File: src/rtl/spi_host_router.sv
// spi_host_router: host byte-stream <-> multi-slave SPI FIFO packet router.
// RX parses [SYNC][DEST][LEN][payload] into one-hot writes to the SPI master FIFO.
// TX drains pending slave read-back data as [SYNC][DEST][LEN][data] frames.
// Build macro RSP_CHECKSUM_EN: when defined, each TX frame ends with an XOR checksum byte.

module spi_host_router #(
  parameter int          N_SLAVES  = 3,
  parameter logic [7:0]  SYNC_BYTE = 8'hA5,
  parameter logic [15:0] TIMEOUT   = 16'd50000
) (
  input  logic                sys_clk,
  input  logic                n_rst,
  input  logic [7:0]          rx_data,
  input  logic                rx_valid,
  output logic                rx_ready,
  output logic [7:0]          tx_data,
  output logic                tx_valid,
  input  logic                tx_ready,
  output logic [7:0]          m_din,
  output logic [N_SLAVES-1:0] m_wrreq_bus,
  output logic [N_SLAVES-1:0] s_rdreq_bus,
  input  logic [7:0]          s_dout,
  input  logic [N_SLAVES-1:0] have_msg_bus,
  input  logic [7:0]          len,
  output logic                err_dest,
  output logic                err_timeout
);

  localparam logic [7:0]          NS8 = 8'(N_SLAVES);
  localparam logic [N_SLAVES-1:0] ONE = N_SLAVES'(1);

  typedef enum logic [2:0] {R_IDLE, R_DEST, R_LEN, R_DATA, R_DROP} rxState_t;
  typedef enum logic [2:0] {
    T_IDLE, T_SYNC, T_DEST, T_LEN, T_RD, T_CAP, T_DATA
`ifdef RSP_CHECKSUM_EN
    , T_CSUM
`endif
  } txState_t;

  rxState_t r_rxState, w_rxNext;
  txState_t r_txState, w_txNext;

  logic [7:0]          r_rxDest, r_rxCnt, r_mDin;
  logic                r_rxDrop, r_errDest, r_errTimeout;
  logic [15:0]         r_idleCnt;
  logic [N_SLAVES-1:0] r_mWr;
  logic                w_rxAcc, w_destBad, w_timeout, w_wrEn, w_errDest;

  logic [7:0]          r_txDest, r_txCnt, r_txData;
  logic                r_txValid;
  logic [7:0]          w_pickIdx, w_lenEff;
  logic                w_pickFound, w_txHsk, w_txLast;
`ifdef RSP_CHECKSUM_EN
  logic [7:0]          r_csum;
`endif

  assign rx_ready    = 1'b1;
  assign w_rxAcc     = rx_valid;
  assign w_destBad   = (rx_data >= NS8);
  assign w_timeout   = (r_rxState != R_IDLE) && !w_rxAcc && (r_idleCnt == TIMEOUT - 16'd1);
  assign m_din       = r_mDin;
  assign m_wrreq_bus = r_mWr;
  assign err_dest    = r_errDest;
  assign err_timeout = r_errTimeout;

  assign tx_data     = r_txData;
  assign tx_valid    = r_txValid;
  assign w_txHsk     = r_txValid && tx_ready;
  assign w_txLast    = (r_txCnt == 8'd1);
  assign w_pickFound = |have_msg_bus;
  assign w_lenEff    = (len == 8'd0) ? 8'hFF : len;

  // RX state register
  always_ff @(posedge sys_clk or negedge n_rst) begin
    if (!n_rst) r_rxState <= R_IDLE;
    else        r_rxState <= w_rxNext;
  end

  // RX next state: one step per accepted byte, timeout forces a return to idle
  always_comb begin
    w_rxNext = r_rxState;
    if (w_timeout) begin
      w_rxNext = R_IDLE;
    end else if (w_rxAcc) begin
      case (r_rxState)
        R_IDLE:         if (rx_data == SYNC_BYTE) w_rxNext = R_DEST;
        R_DEST:         w_rxNext = R_LEN;
        R_LEN:          if (rx_data == 8'd0) w_rxNext = R_IDLE;
                        else if (r_rxDrop)   w_rxNext = R_DROP;
                        else                 w_rxNext = R_DATA;
        R_DATA, R_DROP: if (r_rxCnt == 8'd1) w_rxNext = R_IDLE;
        default:        w_rxNext = R_IDLE;
      endcase
    end
  end

  // RX output decode: payload write request and bad-destination detection
  always_comb begin
    w_wrEn    = (r_rxState == R_DATA) && w_rxAcc;
    w_errDest = (r_rxState == R_DEST) && w_rxAcc && w_destBad;
  end

  // RX datapath: latched header fields, inter-byte idle counter, registered outputs
  always_ff @(posedge sys_clk or negedge n_rst) begin
    if (!n_rst) begin
      r_rxDest     <= '0;
      r_rxCnt      <= '0;
      r_rxDrop     <= 1'b0;
      r_idleCnt    <= '0;
      r_mDin       <= '0;
      r_mWr        <= '0;
      r_errDest    <= 1'b0;
      r_errTimeout <= 1'b0;
    end else begin
      if (w_rxAcc || w_timeout || r_rxState == R_IDLE) r_idleCnt <= '0;
      else                                             r_idleCnt <= r_idleCnt + 16'd1;
      if (w_rxAcc && r_rxState == R_DEST) begin
        r_rxDest <= rx_data;
        r_rxDrop <= w_destBad;
      end
      if (w_rxAcc && r_rxState == R_LEN) r_rxCnt <= rx_data;
      else if (w_rxAcc && (r_rxState == R_DATA || r_rxState == R_DROP)) r_rxCnt <= r_rxCnt - 8'd1;
      if (w_wrEn) r_mDin <= rx_data;
      r_mWr        <= w_wrEn ? (ONE << r_rxDest) : '0;
      r_errDest    <= w_errDest;
      r_errTimeout <= w_timeout;
    end
  end

  // TX source selection: lowest-numbered slave with pending data wins
  always_comb begin
    w_pickIdx = '0;
    for (int i = N_SLAVES - 1; i >= 0; i--) begin
      if (have_msg_bus[i]) w_pickIdx = 8'(i);
    end
  end

  // TX state register
  always_ff @(posedge sys_clk or negedge n_rst) begin
    if (!n_rst) r_txState <= T_IDLE;
    else        r_txState <= w_txNext;
  end

  // TX next state: header bytes and data bytes advance on host handshake
  always_comb begin
    w_txNext = r_txState;
    case (r_txState)
      T_IDLE: if (w_pickFound) w_txNext = T_SYNC;
      T_SYNC: if (w_txHsk) w_txNext = T_DEST;
      T_DEST: if (w_txHsk) w_txNext = T_LEN;
      T_LEN:  if (w_txHsk) w_txNext = T_RD;
      T_RD:   w_txNext = T_CAP;
      T_CAP:  w_txNext = T_DATA;
      T_DATA: if (w_txHsk) begin
`ifdef RSP_CHECKSUM_EN
                w_txNext = w_txLast ? T_CSUM : T_RD;
`else
                w_txNext = w_txLast ? T_IDLE : T_RD;
`endif
              end
`ifdef RSP_CHECKSUM_EN
      T_CSUM: if (w_txHsk) w_txNext = T_IDLE;
`endif
      default: w_txNext = T_IDLE;
    endcase
  end

  // TX output decode: single-cycle read strobe to the latched slave
  always_comb begin
    s_rdreq_bus = (r_txState == T_RD) ? (ONE << r_txDest) : '0;
  end

  // TX datapath: latched dest/count, presented byte and its valid flag
  always_ff @(posedge sys_clk or negedge n_rst) begin
    if (!n_rst) begin
      r_txDest  <= '0;
      r_txCnt   <= '0;
      r_txData  <= '0;
      r_txValid <= 1'b0;
`ifdef RSP_CHECKSUM_EN
      r_csum    <= '0;
`endif
    end else begin
      case (r_txState)
        T_IDLE: if (w_pickFound) begin
                  r_txDest  <= w_pickIdx;
                  r_txCnt   <= w_lenEff;
                  r_txData  <= SYNC_BYTE;
                  r_txValid <= 1'b1;
`ifdef RSP_CHECKSUM_EN
                  r_csum    <= w_pickIdx ^ w_lenEff;
`endif
                end
        T_SYNC: if (w_txHsk) r_txData <= r_txDest;
        T_DEST: if (w_txHsk) r_txData <= r_txCnt;
        T_LEN:  if (w_txHsk) r_txValid <= 1'b0;
        T_CAP:  begin
                  r_txData  <= s_dout;
                  r_txValid <= 1'b1;
`ifdef RSP_CHECKSUM_EN
                  r_csum    <= r_csum ^ s_dout;
`endif
                end
        T_DATA: if (w_txHsk) begin
                  r_txCnt <= r_txCnt - 8'd1;
`ifdef RSP_CHECKSUM_EN
                  if (w_txLast) r_txData  <= r_csum;
                  else          r_txValid <= 1'b0;
`else
                  r_txValid <= 1'b0;
`endif
                end
`ifdef RSP_CHECKSUM_EN
        T_CSUM: if (w_txHsk) r_txValid <= 1'b0;
`endif
        default: ;
      endcase
    end
  end

endmodule
File: config.mk
export PLATFORM = sky130hd
export DESIGN_NAME = spi_host_router
export DESIGN_NICKNAME = d
export VERILOG_FILES = /design/src/rtl/spi_host_router.sv
export SDC_FILE = /design/constraint.sdc
export NUM_CORES = 1
export LEC_CHECK = 0
export CAP_MARGIN = 0
export CORE_UTILIZATION = 30
export DETAILED_ROUTE_END_ITERATION = 8
export MAX_ROUTING_LAYER = met4
export PLACE_DENSITY_LB_ADDON = 0.3
export SETUP_SLACK_MARGIN = 0.3
export SLEW_MARGIN = 0
export SYNTH_ARGS = -nofsm -noshare
export SYNTH_HDL_FRONTEND = slang
export SYNTH_SLANG_ARGS = --single-unit
export TNS_END_PERCENT = 50
File: constraint.sdc
create_clock -name sys_clk -period 1.8 [get_ports sys_clk]
set_clock_uncertainty 0.1 [all_clocks]
set_input_delay 0.27 -clock sys_clk [delete_from_list [all_inputs] [get_ports sys_clk]]
set_output_delay 0.27 -clock sys_clk [all_outputs]
set_load 0.01 [all_outputs]
### Yosys cells after proc, flatten, opt, wreduce, memory -nomap -nowiden

Cells that the tools add are included.

* input bits: 31
* output and inout bits: 26
* memories kept: 0
* register bits: 77
* RAM bits: 0
* memory bits (read-only): 0
* latch bits: 0
* logic and storage cells: 106

* add/subtract/negate cells: 3
* magnitude comparators: 1
* div/mod/pow operators: 0
* muxes and demuxes: 33
* bitwise logic cells: 0
* shift operators: 2
* reductions and logical operators: 31
* equal/unequal tests: 22
* $mul: 0

Operators by type and width (count)
* 8-bit 2-to-1 mux: 10
* 3-bit 2-to-1 mux: 14
* 8-bit case mux with 4 select lines: 1
* 3-bit case mux with 7 select lines: 1
* 16-bit by 1-bit adder with 16-bit output (second input constant): 1
* 16-bit equality test (second input constant): 1
* 8-bit by 1-bit equality test with 1-bit output (second input constant): 2
* 8-bit logical NOT: 2
* 16-bit 2-to-1 mux: 1
* 8-bit case mux with 2 select lines: 1
* 1-bit by 8-bit left shift with 3-bit output (first input constant): 2
* 8-bit by 1-bit subtractor with 8-bit output (second input constant): 2
* 3-bit by 2-bit equality test with 1-bit output (second input constant): 4
* 3-bit equality test (second input constant): 4
* 3-bit case mux with 4 select lines: 1
* 2-bit != test (second input constant): 5
* 3-bit AND reduction: 3
* 8-bit equality test (second input constant): 1
* 8-bit by 2-bit greater-or-equal comparator with 1-bit output (second input constant): 1
* 1-bit logical AND: 8
* 3-bit by 1-bit equality test with 1-bit output (second input constant): 2
* 3-bit logical NOT: 2
* 3-bit != test (second input constant): 2
* 2-bit nonzero test: 3
* other kinds (13): 18

### Logic depth before layout (Yosys ltp)

* depth after elaboration: 6
* depth in mapped cells: 7
* mapped depth without buffers: 6

### Worst setup path after synthesis

Ideal clock, no wire load.

* kind: reg-to-reg
* start point: register r_idleCnt[4]
* end point: register r_idleCnt[11]
* data arrival time: 1644 ps
* buffers on the path: 1
* required time: 1581 ps
* cell stages (with the launch flop): 7
* library setup time: 119 ps
* clock period less this slack: 1863 ps
* path slack: -63 ps
* cell sequence: dfrtp_1 > or4_1 > nor4_2 > nand2_2 > nand2_4 > buf_12 > nor2_2

* longest elaborated chain between the ends: 5
* elaborated cells on any way between the ends: 6
* those cells by class: 1 x add/sub; 1 x eq/ne; 1 x mux; 3 x reduce/logical

RTL lines
* start: declaration: line 45 `logic [15:0] r_idleCnt;`
* start signal: assignment: line 116 `else r_idleCnt <= r_idleCnt + 16'd1;`
* parallel branches: the longest is 4 deep, another holds 16-bit by 1-bit adder with 16-bit output
* 16-bit 2-to-1 mux (*): line 115 `if (w_rxAcc || w_timeout || r_rxState == R_IDLE) r_idleCnt <= '0;`

Every way passes the cells marked *.
A chain may end at the register's enable or synchronous reset.

### Worst setup path after layout

* start point: register r_rxCnt[3]
* end point: register r_rxState[1]

* longest elaborated chain between the ends: 3

RTL lines
* start: declaration: line 43 `logic [7:0] r_rxDest, r_rxCnt, r_mDin;`
* start signal: assignment: line 121 `if (w_rxAcc && r_rxState == R_LEN) r_rxCnt <= rx_data;`
* start signal: assignment: line 122 `else if (w_rxAcc && (r_rxState == R_DATA || r_rxState == R_DROP)) r_rxCnt <= r_rxCnt - 8'd1;`
* 8-bit by 1-bit equality test with 1-bit output: line 91 `R_DATA, R_DROP: if (r_rxCnt == 8'd1) w_rxNext = R_IDLE;`
* 3-bit != test (no source line)
* 3-bit AND reduction (no source line)
* end signal: assignment: line 76 `else r_rxState <= w_rxNext;`
* end: declaration: line 40 `rxState_t r_rxState, w_rxNext;`

Every way passes these cells.

==> flow_results.xml <==
<?xml version="1.0" encoding="UTF-8"?>
<metrics>
  <group name="status">
    <metric name="outcome" unit="">finished, violations left</metric>
    <metric name="violations" unit="">negative setup slack</metric>
  </group>
  <group name="detailed_routing">
    <metric name="vias" unit="">3532</metric>
    <metric name="wire_per_inst" unit="um">15.6</metric>
    <metric name="vias_per_cell" unit="">5.09</metric>
    <metric name="top_layer" unit="">met4</metric>
    <metric name="drt_wl_total" unit="um">10900</metric>
    <metric name="total_met2_wirelength_after_detailed_routing" unit="um">5430</metric>
    <metric name="dr_wl_met3" unit="um">291</metric>
    <metric name="detailedRoute.firstPassIterationCount" unit="">4</metric>
    <metric name="m1WireLength" unit="um">4930</metric>
    <metric name="count_of_unresolved_drc_violations_after_routing" unit="">0</metric>
    <metric name="drt_first_iter_violations" unit="">168</metric>
    <metric name="drtAntennaViolNets" unit="">0</metric>
  </group>
  <group name="cells_and_area">
    <metric name="final_nets" unit="">578</metric>
    <metric name="area_growth_syn_to_layout" unit="%">63.5</metric>
    <metric name="layout_commonest_cell" unit="">sky130_fd_sc_hd__dfrtp_1</metric>
    <metric name="layout.cells.most_common_list" unit="">sky130_fd_sc_hd__dfrtp_1 (69), sky130_fd_sc_hd__buf_4 (66), sky130_fd_sc_hd__nand2_1 (48)</metric>
    <metric name="diodes" unit="">0</metric>
    <metric name="layout_cell_share_with_drive_strength_beyond_1" unit="">0.417</metric>
    <metric name="fin_cells" unit="">694</metric>
    <metric name="final_core_util" unit="">0.505</metric>
  </group>
  <group name="logic_synthesis">
    <metric name="synth_edf_count" unit="">0</metric>
    <metric name="synth.avg_cell_area" unit="um2">9.30</metric>
    <metric name="combined_area_of_all_synthesized_cells" unit="mm2">0.00371</metric>
    <metric name="post_synth_num_cell_types" unit="">62</metric>
    <metric name="ys_seq_area_frac" unit="">0.479</metric>
    <metric name="yosys_warnings" unit="">0</metric>
    <metric name="asyncSetResetFlopFracSynth" unit="">1.00</metric>
    <metric name="ys_dominant_reg_cell" unit="">sky130_fd_sc_hd__dfrtp_1</metric>
    <metric name="number_of_standard_cells_after_synthesis" unit="">399</metric>
    <metric name="syn-num-nets" unit="">435</metric>
    <metric name="synth.ff_latch_count" unit="">71</metric>
  </group>
  <group name="worst_setup_path">
    <metric name="cp.buffers_inverters" unit="">0</metric>
    <metric name="crit_path_max_incr_delay" unit="ps">560</metric>
    <metric name="critical_path.reg2reg.startpoint" unit="">r_rxCnt[3]</metric>
    <metric name="r2r.worst_path.cells" unit="">5</metric>
    <metric name="worstPathMaxFanout" unit="">4</metric>
    <metric name="cp_required" unit="ps">1910</metric>
    <metric name="ordered_list_of_cells_on_the_worst_path" unit="">or4_4 -&gt; nor4b_4 -&gt; o21a_1 -&gt; a21boi_2 -&gt; o21ai_1</metric>
    <metric name="setup.worst_path.class" unit="">reg2reg</metric>
    <metric name="start_kind" unit="">flop</metric>
    <metric name="cp_slowest_cell" unit="">sky130_fd_sc_hd__or4_4</metric>
    <metric name="crit_path_end_kind" unit="">flop</metric>
    <metric name="worst_ep_arrival_time" unit="ps">1940</metric>
    <metric name="setup.reg_to_reg.worst_slack" unit="ps">-30</metric>
    <metric name="cpLargestDelayFamily" unit="">simple AND/OR/NAND/NOR gates</metric>
    <metric name="reg2reg_to" unit="">r_rxState[1]</metric>
  </group>
  <group name="power_and_ir_drop">
    <metric name="p_total" unit="uW">5440</metric>
    <metric name="sequentialPowerShare" unit="">0.390</metric>
    <metric name="leakagePower" unit="uW">0.00265</metric>
    <metric name="power.clock.fraction" unit="">0.351</metric>
    <metric name="pwr-share-comb" unit="">0.259</metric>
    <metric name="power_density" unit="mW/mm2">897</metric>
    <metric name="p_switching" unit="uW">1640</metric>
    <metric name="power.switching_fraction" unit="">0.302</metric>
    <metric name="ir_worst_vdd" unit="mV">0.524</metric>
    <metric name="internal_pwr_total" unit="uW">3800</metric>
  </group>
  <group name="placed_design">
    <metric name="port_buffers" unit="">55</metric>
    <metric name="numPlacedInstances" unit="">651</metric>
    <metric name="place.gp.congestion" unit="">0.893</metric>
    <metric name="dpl.hpwl" unit="um">7110</metric>
  </group>
  <group name="clocking">
    <metric name="ctsRootBufferMaster" unit="">sky130_fd_sc_hd__clkbuf_16</metric>
    <metric name="cts_made_buffers" unit="">9</metric>
    <metric name="clock_path_buffers" unit="">2</metric>
    <metric name="worst_setup_hold_path_clk_slew" unit="ps">60</metric>
    <metric name="clock_sinks" unit="">71</metric>
    <metric name="clock_tree.htree_level_count" unit="">3</metric>
    <metric name="clk_latency_worst_skew_pair" unit="ps">340</metric>
    <metric name="tritoncts_clock_tree" unit="">yes</metric>
  </group>
  <group name="floorplanning">
    <metric name="fp.dieH" unit="um">113</metric>
    <metric name="boundaryPins" unit="">57</metric>
    <metric name="std_cell_rows" unit="">40</metric>
    <metric name="die_area" unit="mm2">0.0128</metric>
    <metric name="initial_utilization" unit="">0.309</metric>
    <metric name="core_area" unit="mm2">0.0120</metric>
    <metric name="die_width" unit="um">113</metric>
  </group>
  <group name="sta">
    <metric name="final-setup-viol-count" unit="">3</metric>
    <metric name="setup_repair_after_global_routing_missed_its_margin" unit="">true</metric>
    <metric name="setup_tns_after_final_layout" unit="ps">-51.4</metric>
    <metric name="slew_headroom" unit="">0.654</metric>
    <metric name="slew_violations" unit="">0</metric>
    <metric name="hold_viol" unit="">0</metric>
    <metric name="period_minus_slack" unit="ps">1830</metric>
    <metric name="tightest_slew" unit="ps">515</metric>
    <metric name="fmaxAchievable" unit="GHz">0.546</metric>
    <metric name="worst_slack" unit="ps">-31.4</metric>
    <metric name="fin_crit_sh" unit="">1.02</metric>
  </group>
  <group name="global_routing">
    <metric name="grt_max_degree" unit="">41</metric>
    <metric name="grt.overflow.total" unit="">0</metric>
    <metric name="global_route_wire_length_before_repair" unit="um">17000</metric>
    <metric name="antenna_found_initial" unit="">0</metric>
    <metric name="grtUsageTotal" unit="">0.174</metric>
    <metric name="grt_pass1_vias" unit="">3383</metric>
  </group>
  <group name="flow_run">
    <metric name="max-cap-violations" unit="">0</metric>
  </group>
  <group name="min_path">
    <metric name="worstHoldPathType" unit="">in2async</metric>
  </group>
</metrics>
## how the worst max path moves through the flow
stage / slack, ps / start / endpoint / cells after the start
4_1_cts: -30 / r_rxCnt[5] / r_rxState[1] / 5
2_1_floorplan: 40 / r_rxCnt[6] / r_rxState[1] / 5
5_1_grt: -110 / r_rxCnt[3] / r_rxState[1] / 5
3_3_place_gp: -190 / have_msg_bus[1] / r_txCnt[4] / 6
6_report: -30 / r_rxCnt[3] / r_rxState[1] / 5
3_5_place_dp: -210 / have_msg_bus[1] / r_txCnt[4] / 6
## through the flow
step                area (um2)  hold slack [ps]  setup slack (ps)
floorplan                 3780             -126              43.0
global placement          4910              140              -187
detailed placement        4910              139              -210
CTS                       5730              328             -26.5
global route              6070              355              -106
finish                    6070              320             -31.4
## state kept, by name (all words and copies together) (netlist names), 2 cells and up
signal,flops
r_idleCnt,16
m_din,8
r_rxCnt,8
r_rxDest,8
r_txCnt,8
tx_data,8
m_wrreq_bus,3
r_rxState,3
r_txState,3
r_txDest,2
## cell usage after synthesis (2+ instances only)
library cell               count  share of area
sky130_fd_sc_hd__xor2_1        8          0.019
sky130_fd_sc_hd__o21ai_1       3         0.0040
sky130_fd_sc_hd__nor2b_1       2         0.0034
sky130_fd_sc_hd__and3_1        3         0.0051
sky130_fd_sc_hd__nand3b_1      3         0.0061
sky130_fd_sc_hd__a21o_1        3         0.0061
sky130_fd_sc_hd__o21ai_0      27          0.036
sky130_fd_sc_hd__buf_2         3         0.0040
sky130_fd_sc_hd__nand2_1      52          0.053
sky130_fd_sc_hd__o21a_1        2         0.0040
sky130_fd_sc_hd__or4_1         6          0.012
sky130_fd_sc_hd__a21oi_1      17          0.023
sky130_fd_sc_hd__o221a_2       3         0.0091
sky130_fd_sc_hd__o221ai_1      2         0.0047
sky130_fd_sc_hd__nand4_1       5         0.0084
sky130_fd_sc_hd__nor3_1       19          0.026
sky130_fd_sc_hd__mux2_2        9          0.027
sky130_fd_sc_hd__dfrtp_1      71           0.48
sky130_fd_sc_hd__inv_1        13          0.013
sky130_fd_sc_hd__nand3_1       6         0.0081
sky130_fd_sc_hd__o211ai_1      3         0.0061
sky130_fd_sc_hd__clkbuf_1     11          0.011
sky130_fd_sc_hd__nor2_2       10          0.017
sky130_fd_sc_hd__xnor2_1      12          0.028
sky130_fd_sc_hd__nor4_1        6          0.010
sky130_fd_sc_hd__nand2b_1      5         0.0084
sky130_fd_sc_hd__and3_2        2         0.0040
sky130_fd_sc_hd__a22oi_1       6          0.012
sky130_fd_sc_hd__and3b_1       3         0.0071
sky130_fd_sc_hd__a211oi_1      2         0.0040
sky130_fd_sc_hd__nor2_1       40          0.040
sky130_fd_sc_hd__ha_1          5          0.017
sky130_fd_sc_hd__or3_1         3         0.0051
sky130_fd_sc_hd__nor3b_1       6          0.012
## per-layer routing
| metal | vias to the layer above | global-route usage |
|---|---|---|
| li1 | 1708 | - |
| met1 | 1733 | 0.228 |
| met2 | 71 | 0.271 |
| met3 | 20 | 0.0268 |
| met4 | 0 | 0.0702 |
| met5 | - | - |
## logic make-up (layout without fill, tap and decap cells)
family / after synthesis / in the layout / synth area share
buffers and inverters: 30 / 177 / 0.0371
and+or+nand+nor: 181 / 182 / 0.249
muxes: 9 / 9 / 0.0273
AOI/OAI and AO/OA: 82 / 82 / 0.142
adders and majority gates: 5 / 5 / 0.0169
DFF: 71 / 71 / 0.479
xor gates and xnor gates: 20 / 20 / 0.0472
other: 1 / 1 / 0.00101
## timing repair
action / 4_1_cts / 5_1_grt
gates resized for setup: 127 / 67
hold buffers: 1 / 0
setup endpoints to repair: 74 / 71
setup buffers: 18 / 7
pin swaps: 36 / 49
gates cloned: 1 / 0
hold endpoints to repair: 16 / 0
## power by group through the flow
| stage | registers, uW | clock network [uW] | logic [uW] |
|---|---|---|---|
| CTS | 2110 | 1960 | 1310 |
| detailed placement | 2100 | 0 | 1180 |
| finish | 2130 | 1910 | 1410 |
| global placement | 2090 | 0 | 1160 |
| floorplan | 2110 | 0 | 622 |
| global route | 2160 | 2040 | 1550 |
## cell type report
type                            count  area (um2)
Inverter                           13        48.8
Sequential cell                    71        1780
Timing Repair Buffer              148        1330
Tap cell                          147         184
Clock inverter                      7        97.6
Fill cell                        1070        5940
Clock buffer                        9         225
Multi-Input combinational cell    299        2400
Note: power is estimated with default switching activity, not from simulation.
